--- src/rtl/uart_pkg.sv ---
// uart_pkg: shared types and elaboration helpers for the uart_param block.
//   rx_state_t / tx_state_t : receiver and transmitter FSM encodings
//   uart_div()              : sysclk cycles per oversampling tick
//   DATA_BITS_* / STOP_BITS_*: legal parameter ranges
// The optional parity bit is controlled by the UART_PARITY_EN macro in uart_param.
package uart_pkg;

    typedef enum logic [2:0] {
        RX_IDLE,
        RX_START,
        RX_DATA,
        RX_PARITY,
        RX_STOP,
        RX_BREAK
    } rx_state_t;

    typedef enum logic [2:0] {
        TX_IDLE,
        TX_START,
        TX_DATA,
        TX_PARITY,
        TX_STOP
    } tx_state_t;

    localparam int DATA_BITS_MIN = 5;
    localparam int DATA_BITS_MAX = 8;
    localparam int STOP_BITS_MIN = 1;
    localparam int STOP_BITS_MAX = 2;

    // Integer-truncated divider from sysclk to the RX oversampling tick.
    function automatic int uart_div(input int clk_hz, input int baud, input int oversample);
        return clk_hz / (baud * oversample);
    endfunction

endpackage

--- src/rtl/uart_tick_gen.sv ---
// uart_tick_gen: free-running divider emitting a one-cycle tick every DIV cycles.
//   sysclk : clock
//   rst    : asynchronous active-low reset
//   tick   : one-cycle strobe, period DIV sysclk cycles
module uart_tick_gen #(
    parameter int DIV = 10
) (
    input  logic sysclk,
    input  logic rst,
    output logic tick
);

    localparam int CW = (DIV > 1) ? $clog2(DIV) : 1;
    localparam logic [CW-1:0] CNT_LAST = CW'(DIV - 1);

    logic [CW-1:0] cnt;

    always_ff @(posedge sysclk or negedge rst) begin
        if (!rst) begin
            cnt  <= '0;
            tick <= 1'b0;
        end else if (cnt == CNT_LAST) begin
            cnt  <= '0;
            tick <= 1'b1;
        end else begin
            cnt  <= cnt + 1'b1;
            tick <= 1'b0;
        end
    end

endmodule

--- src/rtl/uart_param.sv ---
// uart_param: parametrised full-duplex UART on a single clock.
// Optional feature: define UART_PARITY_EN to append/check a parity bit.
// Ports:
//   sysclk        : clock, all logic on posedge
//   rst           : asynchronous active-low reset
//   uart_rxd      : serial input (asynchronous, synchronised internally)
//   uart_txd      : serial output, idle high
//   tx_data       : word to send
//   tx_valid      : tx_data valid
//   tx_ready      : transmitter can accept a word
//   rx_data       : last received word, held until the next one
//   rx_valid      : one-cycle strobe for a new rx_data
//   rx_frame_err  : qualifies rx_valid, a stop bit was sampled low
//   rx_parity_err : qualifies rx_valid, parity mismatch (0 without parity)
module uart_param
    import uart_pkg::*;
#(
    parameter int CLK_HZ     = 100000000,
    parameter int BAUD       = 9600,
    parameter int OVERSAMPLE = 16,
    parameter int DATA_BITS  = 8,
    parameter int STOP_BITS  = 1,
    parameter int PARITY_ODD = 0
) (
    input  logic                 sysclk,
    input  logic                 rst,
    input  logic                 uart_rxd,
    output logic                 uart_txd,
    input  logic [DATA_BITS-1:0] tx_data,
    input  logic                 tx_valid,
    output logic                 tx_ready,
    output logic [DATA_BITS-1:0] rx_data,
    output logic                 rx_valid,
    output logic                 rx_frame_err,
    output logic                 rx_parity_err
);

    localparam int DIV = uart_div(CLK_HZ, BAUD, OVERSAMPLE);
    localparam int BIT = DIV * OVERSAMPLE;
    localparam int TCW = $clog2(BIT);
    localparam int OCW = $clog2(OVERSAMPLE);

    localparam logic [TCW-1:0] BIT_LAST  = TCW'(BIT - 1);
    localparam logic [OCW-1:0] OS_LAST   = OCW'(OVERSAMPLE - 1);
    localparam logic [OCW-1:0] HALF_LAST = OCW'(OVERSAMPLE / 2 - 1);
    localparam logic [2:0]     DB_LAST   = 3'(DATA_BITS - 1);
    localparam logic [2:0]     SB_LAST   = 3'(STOP_BITS - 1);

    if (DIV < 2) begin : g_div_chk
        $error("uart_param: CLK_HZ/(BAUD*OVERSAMPLE) must be at least 2");
    end
    if (OVERSAMPLE < 8 || (OVERSAMPLE % 2) != 0) begin : g_os_chk
        $error("uart_param: OVERSAMPLE must be even and at least 8");
    end
    if (DATA_BITS < DATA_BITS_MIN || DATA_BITS > DATA_BITS_MAX) begin : g_db_chk
        $error("uart_param: DATA_BITS out of range");
    end
    if (STOP_BITS < STOP_BITS_MIN || STOP_BITS > STOP_BITS_MAX) begin : g_sb_chk
        $error("uart_param: STOP_BITS out of range");
    end
    if (PARITY_ODD != 0 && PARITY_ODD != 1) begin : g_par_chk
        $error("uart_param: PARITY_ODD must be 0 or 1");
    end

`ifdef UART_PARITY_EN
    function automatic logic parity_of(input logic [DATA_BITS-1:0] d);
        return (^d) ^ (PARITY_ODD != 0);
    endfunction
`endif

    logic tick;

    uart_tick_gen #(
        .DIV (DIV)
    ) u_tick_gen (
        .sysclk (sysclk),
        .rst    (rst),
        .tick   (tick)
    );

    // ---------------- RX input synchroniser + edge history ----------------
    logic [1:0] rxd_sync;
    logic       rxd_s;
    logic       rxd_prev;

    always_ff @(posedge sysclk or negedge rst) begin
        if (!rst) begin
            rxd_sync <= 2'b11;
            rxd_prev <= 1'b1;
        end else begin
            rxd_sync <= {rxd_sync[0], uart_rxd};
            rxd_prev <= rxd_sync[1];
        end
    end

    assign rxd_s = rxd_sync[1];

    // ---------------- RX FSM ----------------
    rx_state_t            rx_state_q, rx_state_d;
    logic [OCW-1:0]       rx_tcnt_q, rx_tcnt_d;
    logic [2:0]           rx_bcnt_q, rx_bcnt_d;
    logic [DATA_BITS-1:0] rx_shift_q, rx_shift_d;
    logic                 rx_stop_low_q, rx_stop_low_d;
    logic [DATA_BITS-1:0] rx_data_d;
    logic                 rx_valid_d;
    logic                 rx_ferr_d;
    logic                 rx_bit_end;
`ifdef UART_PARITY_EN
    logic                 rx_par_q, rx_par_d;
    logic                 rx_perr_d;
`endif

    // Sample point inside a DATA/PARITY/STOP bit: the OVERSAMPLE-th tick.
    assign rx_bit_end = tick && (rx_tcnt_q == OS_LAST);

    always_comb begin
        rx_state_d    = rx_state_q;
        rx_tcnt_d     = rx_tcnt_q;
        rx_bcnt_d     = rx_bcnt_q;
        rx_shift_d    = rx_shift_q;
        rx_stop_low_d = rx_stop_low_q;
        rx_data_d     = rx_data;
        rx_valid_d    = 1'b0;
        rx_ferr_d     = rx_frame_err;
`ifdef UART_PARITY_EN
        rx_par_d      = rx_par_q;
        rx_perr_d     = rx_parity_err;
`endif
        if ((rx_state_q inside {RX_DATA, RX_PARITY, RX_STOP}) && tick) begin
            rx_tcnt_d = rx_bit_end ? '0 : rx_tcnt_q + 1'b1;
        end

        case (rx_state_q)
            RX_IDLE: begin
                if (rxd_prev && !rxd_s) begin
                    rx_state_d = RX_START;
                    rx_tcnt_d  = '0;
                end
            end
            RX_START: begin
                // Half a bit in, the line must still be low or it was a glitch.
                if (tick) begin
                    if (rx_tcnt_q == HALF_LAST) begin
                        rx_tcnt_d     = '0;
                        rx_bcnt_d     = '0;
                        rx_stop_low_d = 1'b0;
                        rx_state_d    = rxd_s ? RX_IDLE : RX_DATA;
                    end else begin
                        rx_tcnt_d = rx_tcnt_q + 1'b1;
                    end
                end
            end
            RX_DATA: begin
                if (rx_bit_end) begin
                    rx_shift_d = {rxd_s, rx_shift_q[DATA_BITS-1:1]};
                    if (rx_bcnt_q == DB_LAST) begin
                        rx_bcnt_d = '0;
`ifdef UART_PARITY_EN
                        rx_state_d = RX_PARITY;
`else
                        rx_state_d = RX_STOP;
`endif
                    end else begin
                        rx_bcnt_d = rx_bcnt_q + 1'b1;
                    end
                end
            end
            RX_PARITY: begin
                if (rx_bit_end) begin
`ifdef UART_PARITY_EN
                    rx_par_d   = rxd_s;
`endif
                    rx_bcnt_d  = '0;
                    rx_state_d = RX_STOP;
                end
            end
            RX_STOP: begin
                if (rx_bit_end) begin
                    if (rx_bcnt_q == SB_LAST) begin
                        rx_data_d  = rx_shift_q;
                        rx_valid_d = 1'b1;
                        rx_ferr_d  = rx_stop_low_q | ~rxd_s;
`ifdef UART_PARITY_EN
                        rx_perr_d  = rx_par_q ^ parity_of(rx_shift_q);
`endif
                        // A low stop bit may be a break: wait for the line to idle.
                        rx_state_d = (rx_stop_low_q | ~rxd_s) ? RX_BREAK : RX_IDLE;
                    end else begin
                        rx_bcnt_d     = rx_bcnt_q + 1'b1;
                        rx_stop_low_d = rx_stop_low_q | ~rxd_s;
                    end
                end
            end
            RX_BREAK: begin
                if (rxd_s) begin
                    rx_state_d = RX_IDLE;
                end
            end
            default: rx_state_d = RX_IDLE;
        endcase
    end

    always_ff @(posedge sysclk or negedge rst) begin
        if (!rst) begin
            rx_state_q    <= RX_IDLE;
            rx_tcnt_q     <= '0;
            rx_bcnt_q     <= '0;
            rx_shift_q    <= '0;
            rx_stop_low_q <= 1'b0;
            rx_data       <= '0;
            rx_valid      <= 1'b0;
            rx_frame_err  <= 1'b0;
`ifdef UART_PARITY_EN
            rx_par_q      <= 1'b0;
            rx_parity_err <= 1'b0;
`endif
        end else begin
            rx_state_q    <= rx_state_d;
            rx_tcnt_q     <= rx_tcnt_d;
            rx_bcnt_q     <= rx_bcnt_d;
            rx_shift_q    <= rx_shift_d;
            rx_stop_low_q <= rx_stop_low_d;
            rx_data       <= rx_data_d;
            rx_valid      <= rx_valid_d;
            rx_frame_err  <= rx_ferr_d;
`ifdef UART_PARITY_EN
            rx_par_q      <= rx_par_d;
            rx_parity_err <= rx_perr_d;
`endif
        end
    end

`ifndef UART_PARITY_EN
    assign rx_parity_err = 1'b0;
`endif

    // ---------------- TX FSM ----------------
    tx_state_t            tx_state_q, tx_state_d;
    logic [TCW-1:0]       tx_cnt_q, tx_cnt_d;
    logic [2:0]           tx_bcnt_q, tx_bcnt_d;
    logic [DATA_BITS-1:0] tx_shift_q, tx_shift_d;
    logic                 txd_q, txd_d;
    logic                 tx_bit_end;
`ifdef UART_PARITY_EN
    logic                 tx_par_q, tx_par_d;
`endif

    always_comb begin
        tx_state_d = tx_state_q;
        tx_cnt_d   = tx_cnt_q;
        tx_bcnt_d  = tx_bcnt_q;
        tx_shift_d = tx_shift_q;
        txd_d      = txd_q;
`ifdef UART_PARITY_EN
        tx_par_d   = tx_par_q;
`endif
        tx_bit_end = (tx_cnt_q == BIT_LAST);
        // Ready is also raised in the final cycle of the last stop bit so a
        // waiting word starts its start bit with no idle gap.
        tx_ready   = (tx_state_q == TX_IDLE) ||
                     ((tx_state_q == TX_STOP) && (tx_bcnt_q == SB_LAST) && tx_bit_end);

        if (tx_state_q != TX_IDLE) begin
            tx_cnt_d = tx_bit_end ? '0 : tx_cnt_q + 1'b1;
        end

        if (tx_valid && tx_ready) begin
            tx_state_d = TX_START;
            tx_cnt_d   = '0;
            tx_shift_d = tx_data;
`ifdef UART_PARITY_EN
            tx_par_d   = parity_of(tx_data);
`endif
            txd_d      = 1'b0;
        end else if (tx_bit_end) begin
            case (tx_state_q)
                TX_START: begin
                    tx_state_d = TX_DATA;
                    tx_bcnt_d  = '0;
                    txd_d      = tx_shift_q[0];
                end
                TX_DATA: begin
                    if (tx_bcnt_q == DB_LAST) begin
                        tx_bcnt_d = '0;
`ifdef UART_PARITY_EN
                        tx_state_d = TX_PARITY;
                        txd_d      = tx_par_q;
`else
                        tx_state_d = TX_STOP;
                        txd_d      = 1'b1;
`endif
                    end else begin
                        tx_bcnt_d  = tx_bcnt_q + 1'b1;
                        tx_shift_d = tx_shift_q >> 1;
                        txd_d      = tx_shift_q[1];
                    end
                end
                TX_PARITY: begin
                    tx_state_d = TX_STOP;
                    tx_bcnt_d  = '0;
                    txd_d      = 1'b1;
                end
                TX_STOP: begin
                    txd_d = 1'b1;
                    if (tx_bcnt_q == SB_LAST) begin
                        tx_state_d = TX_IDLE;
                    end else begin
                        tx_bcnt_d = tx_bcnt_q + 1'b1;
                    end
                end
                default: begin
                    tx_state_d = TX_IDLE;
                    txd_d      = 1'b1;
                end
            endcase
        end
    end

    always_ff @(posedge sysclk or negedge rst) begin
        if (!rst) begin
            tx_state_q <= TX_IDLE;
            tx_cnt_q   <= '0;
            tx_bcnt_q  <= '0;
            tx_shift_q <= '0;
            txd_q      <= 1'b1;
`ifdef UART_PARITY_EN
            tx_par_q   <= 1'b0;
`endif
        end else begin
            tx_state_q <= tx_state_d;
            tx_cnt_q   <= tx_cnt_d;
            tx_bcnt_q  <= tx_bcnt_d;
            tx_shift_q <= tx_shift_d;
            txd_q      <= txd_d;
`ifdef UART_PARITY_EN
            tx_par_q   <= tx_par_d;
`endif
        end
    end

    assign uart_txd = txd_q;

endmodule
--- config.mk ---
export PLATFORM = sky130hd
export DESIGN_NAME = uart_param
export DESIGN_NICKNAME = d
export VERILOG_FILES = /design/src/rtl/uart_pkg.sv /design/src/rtl/uart_tick_gen.sv /design/src/rtl/uart_param.sv
export SDC_FILE = /design/constraint.sdc
export NUM_CORES = 1
export LEC_CHECK = 0
export BUFFER_PORTS_ARGS = -buffer_cell sky130_fd_sc_hd__buf_4
export CORE_MARGIN = 2
export CORE_UTILIZATION = 55
export CTS_BUF_LIST = sky130_fd_sc_hd__clkbuf_2 sky130_fd_sc_hd__clkbuf_4 sky130_fd_sc_hd__clkbuf_8
export CTS_CLUSTER_SIZE = 20
export DETAILED_ROUTE_END_ITERATION = 8
export HOLD_SLACK_MARGIN = 0.05
export PLACE_DENSITY_LB_ADDON = 0.05
export SLEW_MARGIN = 20
export SYNTH_ARGS = -nofsm -noshare
export SYNTH_HDL_FRONTEND = slang
export SYNTH_SLANG_ARGS = --single-unit
--- constraint.sdc ---
create_clock -name sysclk -period 6.2 [get_ports sysclk]
set_clock_uncertainty 0.05 [all_clocks]
set_input_delay 0.93 -clock sysclk [delete_from_list [all_inputs] [get_ports sysclk]]
set_output_delay 0.93 -clock sysclk [all_outputs]
set_load 0.03 [all_outputs]
# After elaboration in Yosys (flattened, before gate mapping)
# Index checks and enable logic that the tools add are counted.
[classes]
n_addsub = 5
eq_ne = 29
n_mux = 55
bitwise = 3
n_reduce_logical = 29
[op_table]
columns = ["operator", "n"]
rows = [
  ["$mux W3", 23],
  ["$mux W14", 3],
  ["$mux W8", 4],
  ["$pmux W3 S4", 2],
  ["$mux W4", 5],
  ["$ne A2 B2 Y1 const B", 9],
  ["$pmux W3 S6", 1],
  ["$eq A3 B3 Y1 const B", 5],
  ["$add A14 B1 Y14 const B", 1],
  ["$eq A14 B14 Y1 const B", 1],
  ["$eq A3 B2 Y1 const B", 4],
  ["$logic_not A3 Y1", 4],
  ["$mux W1", 11],
  ["$add A10 B1 Y10 const B", 1],
  ["$eq A10 B10 Y1 const B", 1],
  ["$mux W10", 1],
  ["$pmux W3 S3", 1],
  ["$reduce_and A3 Y1", 3],
  ["$reduce_and A9 Y1", 1],
  ["$reduce_bool A3 Y1", 3],
  ["$pmux W4 S2", 1],
  ["$reduce_bool A2 Y1", 4],
  ["$reduce_and A7 Y1", 1],
  ["$add A3 B1 Y3 const B", 2],
  ["19 further kinds", 29],
]
[totals]
regBits = 72
inputBits = 12

# Logic depth before layout (Yosys ltp)
# Gate-level depths: netlist (run 1).
[logic_depth]
depth_word = 7
mapped_depth = 9
depth_no_buf = 7

# Cells and area by module
# From an unflattened synthesis (run 1), not the netlist that was laid out.
[unflattened]
hier_cells = 389
hier_area_um2 = 3822.4
[by_module_without_submodules]
columns = ["module", "instances", "cells_per_inst", "area_per_inst_um2"]
rows = [
  ["uart_param", 1, 342, 3284.4],
  ["uart_tick_gen", 1, 47, 538.0],
]

# Least setup slack after synthesis (run 1)
# OpenSTA, ideal clock, no wires.
[synth_timing]
path_type = "register -> output"
start = "reg tx_cnt_q[0]"
end = "out tx_ready"
arrival_time_ns = 1.747
setup_slack_ns = 3.473
path_stages_with_launch = 8
path_cell_list = "dfrtp_1 > ha_1 > and3_1 > clkbuf_2 > and4_1 > buf_2 > nor2_1 > and3b_1"
[synth_between]
elab_chain_len = 3
[synth_lines]
columns = ["item", "line", "source"]
rows = [
  ["from (decl)", "uart_param.sv:239", "logic [TCW-1:0] tx_cnt_q, tx_cnt_d;"],
  ["from (signal assigned)", "uart_param.sv:331", "tx_cnt_q <= tx_cnt_d;"],
  ["$eq A14 B14 Y1", "uart_param.sv:257", "tx_bit_end = (tx_cnt_q == BIT_LAST);"],
  ["$logic_and A1 B1 Y1", "uart_param.sv:261", "((tx_state_q == TX_STOP) && (tx_bcnt_q == SB_LAST) && tx_bit_end);"],
  ["$logic_or A1 B1 Y1", "uart_param.sv:260", "tx_ready = (tx_state_q == TX_IDLE) ||"],
  ["to (decl)", "uart_param.sv:31", "output logic tx_ready,"],
]
# No other way between the ends.

# Worst setup path after layout (run 1)
[layout_timing]
start = "reg tx_cnt_q[9]"
end = "out tx_ready"
# Same word-level chain as after synthesis.

==> results of run 1 <==
Yosys cell counts, types with 9 or more instances:
library cell / number / share of area [%]
nand3_1: 13 / 1.8
inv_1: 13 / 1.4
a21oi_1: 19 / 2.6
nand2_1: 18 / 1.9
o21ai_0: 17 / 2.4
nor3_1: 10 / 1.4
xnor2_1: 10 / 2.4
nand2b_1: 9 / 1.6
mux2i_1: 9 / 2.5
nor2_1: 34 / 3.5
mux2_2: 18 / 5.6
ha_1: 10 / 3.5
dfrtp_1: 68 / 47
power groups by stage:
stage / Combinational [W] / Clock (W) / Sequential [W]
floorplan: 0.000129 / 0 / 0.000495
global placement: 0.000145 / 0 / 0.000515
detailed placement: 0.000145 / 0 / 0.000515
CTS: 0.000146 / 0.000322 / 0.000506
global route: 0.000166 / 0.000344 / 0.000509
finish: 0.000144 / 0.000313 / 0.000506
through the flow:
step           util [%]  power, W
6_report           62.4  0.000963
5_1_grt            62.4   0.00102
4_1_cts            62.4  0.000974
3_5_place_dp       59.9  0.000660
3_3_place_gp       59.9  0.000660
2_1_floorplan         -  0.000624
critical path, delay by kind of cell (launching register included):
kind	cells	cell delay (ps)
AND/OR/NAND/NOR	4	1300
flip-flops	1	450
buffers and inverters	1	150
state kept, by name, summed over array words and instances (netlist names):
register         flops
uart_txd             1
tx_state_q           3
rxd_prev             1
rx_data              8
rx_bcnt_q            3
rx_stop_low_q        1
rx_state_q           3
rx_tcnt_q            4
tx_bcnt_q            3
u_tick_gen.cnt      10
rx_shift_q           8
rx_frame_err         1
rx_valid             1
tx_shift_q           8
u_tick_gen.tick      1
rxd_sync             2
tx_cnt_q            14
layer usage:
metal	share of wire, %	up-vias
met5	0	-
met4	0.70	0
met3	3.3	5
met2	46	36
met1	49	1212
li1	-	1267
worst max-delay path by stage:
| stage | slack (ps) | cells past startpoint | to |
|---|---|---|---|
| final | 2980 | 5 | tx_ready |
| after CTS | 2970 | 6 | tx_ready |
| after detailed placement | 3350 | 6 | tx_ready |
| after floorplan | 3470 | 7 | tx_ready |
| after global placement | 3390 | 6 | tx_ready |
| after global routing | 2820 | 5 | tx_ready |
cell families after synthesis:
family,after synthesis,share of synthesized area (%)
AOI/OAI and AO/OA,63,11.3
xor gates and xnor gates,17,4.14
adders and majority gates,10,3.48
buffers and inverters,27,3.27
DFF,72,50.2
muxes,27,8.14
other,1,0.104
and+or+nand+nor,127,19.3
final cells by class:
type / count / area share, %
sequential: 72 / 45.6
tap: 77 / 2.43
clock inverter: 6 / 0.947
multi-input combinational: 245 / 42.2
timing repair buffer: 24 / 4.54
clock buffer: 9 / 3.12
inverter: 13 / 1.23
==> flow_summary.json, run 1 <==
{
  "min_to": "rxd_sync[1]",
  "multi_input_comb_area_um2": 1670,
  "tns_ps": 0,
  "drv_cap": 0,
  "relSlewSlack_pct": 41.9,
  "seqCellArea_um2": 1810,
  "drc_errors": 0,
  "pwr-share-seq_pct": 52.5,
  "hold_viol": 0,
  "final_cell_mix": "dfrtp_1, nor2_1, buf_4",
  "grt_pass1_wl_mm": 11.3,
  "area_delta_synth_final_pct": 10.3,
  "top_usage_layer": "met2",
  "p_per_area_nw_per_um2": 243,
  "reg2reg_to": "rx_data[4]",
  "gp_congestion": 0.820,
  "antenna_left": 0,
  "routed_via_density": 5.65,
  "arrival_ps": 2240,
  "p_clk_share_pct": 32.5,
  "drv_slew": 0,
  "synth_cell_type_count": 53,
  "synthArstFlopShare_pct": 100,
  "drtIter0Drc": 185,
  "cp.required_ps": 5220,
  "hold_class": "reg2reg",
  "dp.cells": 431,
  "htree_levels": 3,
  "seq_area_frac_synth_pct": 50.2,
  "min_path_cells": 0,
  "grt_pass1_vias": 2425,
  "ys_warn_count": 0,
  "vias": 2520,
  "cts_hold_buf": 0,
  "cpMaxStageDelayCell": "dfrtp_1",
  "grt_max_degree": 73,
  "n_antenna_cell": 0,
  "grt_use_met1_pct": 27.9,
  "period_needed_ps": 3220,
  "cts.sinks": 72,
  "dieArea_um2": 7200,
  "worstMarginPinSlew_ps": 872,
  "synth_edf_count": 0,
  "synthesis.nets": 366,
  "design_area_um2": 3970,
  "worst_slack_ps": 2980,
  "cts_resized": 0,
  "status": "complete, no violations",
  "hold_ws_ps": 302,
  "cp-start-kind": "flip-flop",
  "post_dp_cell_area_um2": 3800,
  "setup_viol": 0,
  "pin_count": 25,
  "ys_ff_latch": 72,
  "fin_nets": 387,
  "clkTransAtPathRegs_ps": 70,
  "switchingPower_w": 0.000282,
  "fillCellCount": 550,
  "die_y_um": 84.9,
  "hold_path.startpoint": "rxd_sync[0]",
  "wl_mm": 6.27,
  "p_comb_share_pct": 15.0,
  "critical_path_class": "reg2out",
  "start_util_pct": 56.6,
  "rsz0062_at_grt": "no",
  "tritoncts": "yes",
  "dr.pass1.iters": 6,
  "grt.total_usage_pct": 19.5,
  "rr_worst_depth": 6,
  "wl_per_cell_um": 14.1,
  "mappedNetlistArea_um2": 3600,
  "finalCritPeriodShare_pct": 52.0,
  "antenna_found_initial": 0,
  "layout-drive-gt1-share_pct": 17.9,
  "startpoint": "tx_cnt_q[9]",
  "die_x_um": 84.9,
  "internal-power_w": 0.000681,
  "io_buffers": 23,
  "syn_area_per_cell_um2": 10.5,
  "leakagePower_nw": 1.84,
  "clockBufferDepth": 2,
  "worstPathMaxFanout": 7,
  "numCtsBuffers": 9,
  "fmax_ghz": 0.310,
  "met3_usage_pct": 5.16,
  "p_sw_share_pct": 29.2,
  "r2r_setup_slack_ps": 3700,
  "post_cts.repair.setup_buffers": 0,
  "stdcell_count": 446,
  "crit_chain": "nor4bb_1 > and4_1 > nor2_1 > and3b_1 > buf_4",
  "hpwl_mm": 4.29,
  "synth_flop_cell": "dfrtp_1",
  "crit_path_end_kind": "primary output",
  "r2r-start": "rx_tcnt_q[0]",
  "grt_overflow": 0,
  "max_stage_delay_ps": 450,
  "irDropWorstVdd_mv": 0.175,
  "root_buffer": "clkbuf_8",
  "layout_commonest_cell": "dfrtp_1",
  "dp_slack_ps": 3350,
  "grt_util_met2_pct": 29.8,
  "rows": 29,
  "coreArea_um2": 6350,
  "synth_cells": 344,
  "insertion_delay_ps": 340
}
Power figures use the tool's default switching activity.
==> inputs of run 2 (changes only) <==
- ABC_AREA: default -> 1
- clock period: 6.2 -> 2.8 ns (I/O delays scaled with it)
==> run 2 against run 1 <==
  * Critical endpoint unchanged
  * Worst hold slack lost 180 ps
  * Core utilization decreased by 0.073 points
  * Combinational power grew to 2.7 times the previous value
  * Wire length grew 9.0%
  * Register-to-register slack worse by 2600 ps
  * Die area up 5.5%
==> flow_summary.json, run 2 <==
{
  "vias": 2942,
  "synth_cell_type_count": 41,
  "clockBufferDepth": 2,
  "n_antenna_cell": 0,
  "synth_top_area_cell": "dfrtp_1",
  "arrival_ps": 1660,
  "irDropWorstVdd_mv": 0.275,
  "layout-drive-gt1-share_pct": 20.6,
  "dp_slack_ps": 1040,
  "dr.pass1.iters": 4,
  "rows": 30,
  "cts_resized": 0,
  "pin_count": 25,
  "grt_max_degree": 73,
  "rsz0062_at_grt": "no",
  "drv_cap": 0,
  "p_per_area_nw_per_um2": 535,
  "dp.cells": 555,
  "drv_slew": 0,
  "seq_area_frac_synth_pct": 47.5,
  "power_w": 0.00225,
  "final_cell_mix": "nand2_1, dfrtp_1, inv_1",
  "hold_class": "in2async",
  "status": "complete, no violations",
  "die_x_um": 87.2,
  "numCtsBuffers": 9,
  "syn_area_per_cell_um2": 8.33,
  "dieArea_um2": 7600,
  "yosysTopAreaCellShare_pct": 44.7,
  "worstMarginPinSlew_ps": 879,
  "grt_overflow": 0,
  "stdcell_count": 571,
  "htree_levels": 3,
  "crit_path_end_kind": "primary output",
  "start_util_pct": 56.3,
  "insertion_delay_ps": 350,
  "layout_commonest_cell": "nand2_1",
  "synth_edf_count": 0,
  "setup_viol": 0,
  "leakagePower_nw": 2.08,
  "coreArea_um2": 6760,
  "synthTopCellsByCount": "nand2_1, dfrtp_1, inv_1, nor2_1, nand3_1",
  "synthesis.nets": 479,
  "cts_hold_buf": 0,
  "routed_via_density": 5.15,
  "finalCritPeriodShare_pct": 76.0,
  "grt.total_usage_pct": 19.9,
  "wl_mm": 6.84,
  "mappedNetlistArea_um2": 3800,
  "top_register": "tx_cnt_q",
  "grt_pass1_vias": 2718,
  "hpwl_mm": 4.85,
  "cts.sinks": 72,
  "wl_per_cell_um": 12.0,
  "synth_flop_cell": "dfrtp_1",
  "tns_ps": 0,
  "worst_slack_ps": 671,
  "final_core_util_pct": 62.4,
  "drtIter0Drc": 143,
  "ys_warn_count": 0,
  "tritoncts": "yes",
  "relSlewSlack_pct": 41.4,
  "hold_viol": 0,
  "worstPathMaxFanout": 4,
  "fmax_ghz": 0.470,
  "drc_errors": 0,
  "ys_ff_latch": 72,
  "period_needed_ps": 2130,
  "synth_most_common_cell": "nand2_1",
  "top_regs": "tx_cnt_q (14), u_tick_gen.cnt (10)",
  "fin_nets": 508,
  "io_buffers": 23,
  "cp.required_ps": 2330,
  "post_cts.repair.setup_buffers": 0,
  "root_buffer": "clkbuf_8",
  "area_delta_synth_final_pct": 10.8,
  "antenna_found_initial": 0,
  "grt_pass1_wl_mm": 11.9,
  "antenna_left": 0,
  "gp_congestion": 0.868,
  "synthArstFlopShare_pct": 100,
  "cp-start-kind": "flip-flop",
  "critical_path_class": "reg2out",
  "synthTopCellsByArea": "dfrtp_1, nand2_1, inv_1",
  "synth_cells": 457,
  "largest_reg_flops": 14,
  "clkTransAtPathRegs_ps": 80,
  "die_y_um": 87.2
}
-- run 2: metrics by stage --
| step | instance area (um^2) | hold WS, ps |
|---|---|---|
| after global routing | 4210 | 123 |
| final | 4210 | 126 |
| after floorplan | 3800 | 74.4 |
| after detailed placement | 4040 | 307 |
| after CTS | 4210 | 121 |
| after global placement | 4040 | 296 |
-- run 2: worst paths after layout --
check	startpoint	end	slack, ps	cells past startpoint
max	tx_cnt_q[0]	tx_ready	670	6
min	rst	rx_tcnt_q[0]	130	1
max reg2reg	tx_bcnt_q[0]	tx_shift_q[0]	1070	7
min reg2reg	rxd_sync[0]	rxd_sync[1]	310	0
max in group asynchronous	rst	u_tick_gen.cnt[4]	2000	1
min in group sysclk	uart_rxd	rxd_sync[0]	130	1
-- run 2: final cells by class --
cell class | count | area, um^2
fill | 617 | 2540
sequential | 72 | 1810
multi-input combinational | 316 | 1710
inverter | 64 | 245
timing repair buffer | 23 | 173
clock buffer | 9 | 124
tap | 80 | 100
clock inverter | 7 | 52.6
-- run 2: kinds of logic after synthesis --
group / Yosys count / synth area share [%]
DFF: 72 / 47.5
buffers and inverters: 69 / 7.50
AOI/OAI and AO/OA: 71 / 11.1
other: 1 / 0.0986
and+or+nand+nor: 226 / 28.6
xor gates and xnor gates: 8 / 1.84
adders and majority gates: 10 / 3.29
-- run 2: metal layers --
layer	up-vias	track usage (%)	routed length [um]
met5	-	0	0
met4	0	9.23	149
met3	15	3.51	183
met2	37	31.3	3210
met1	1374	26.9	3290
li1	1516	-	-
-- run 2: critical path: stages, from the launching register on --
cell and delay, ps:
dfrtp_1 380, ha_1 220, nand3_1 110, nor2_1 190, nand3_1 120, nand2_2 120, buf_4 170
-- run 2: report_power, final --
part	switching [W]	total, W	internal, W
logic	0.000266	0.000396	0.000130
registers	0.0000304	0.00111	0.00108
clock network	0.000423	0.000752	0.000329
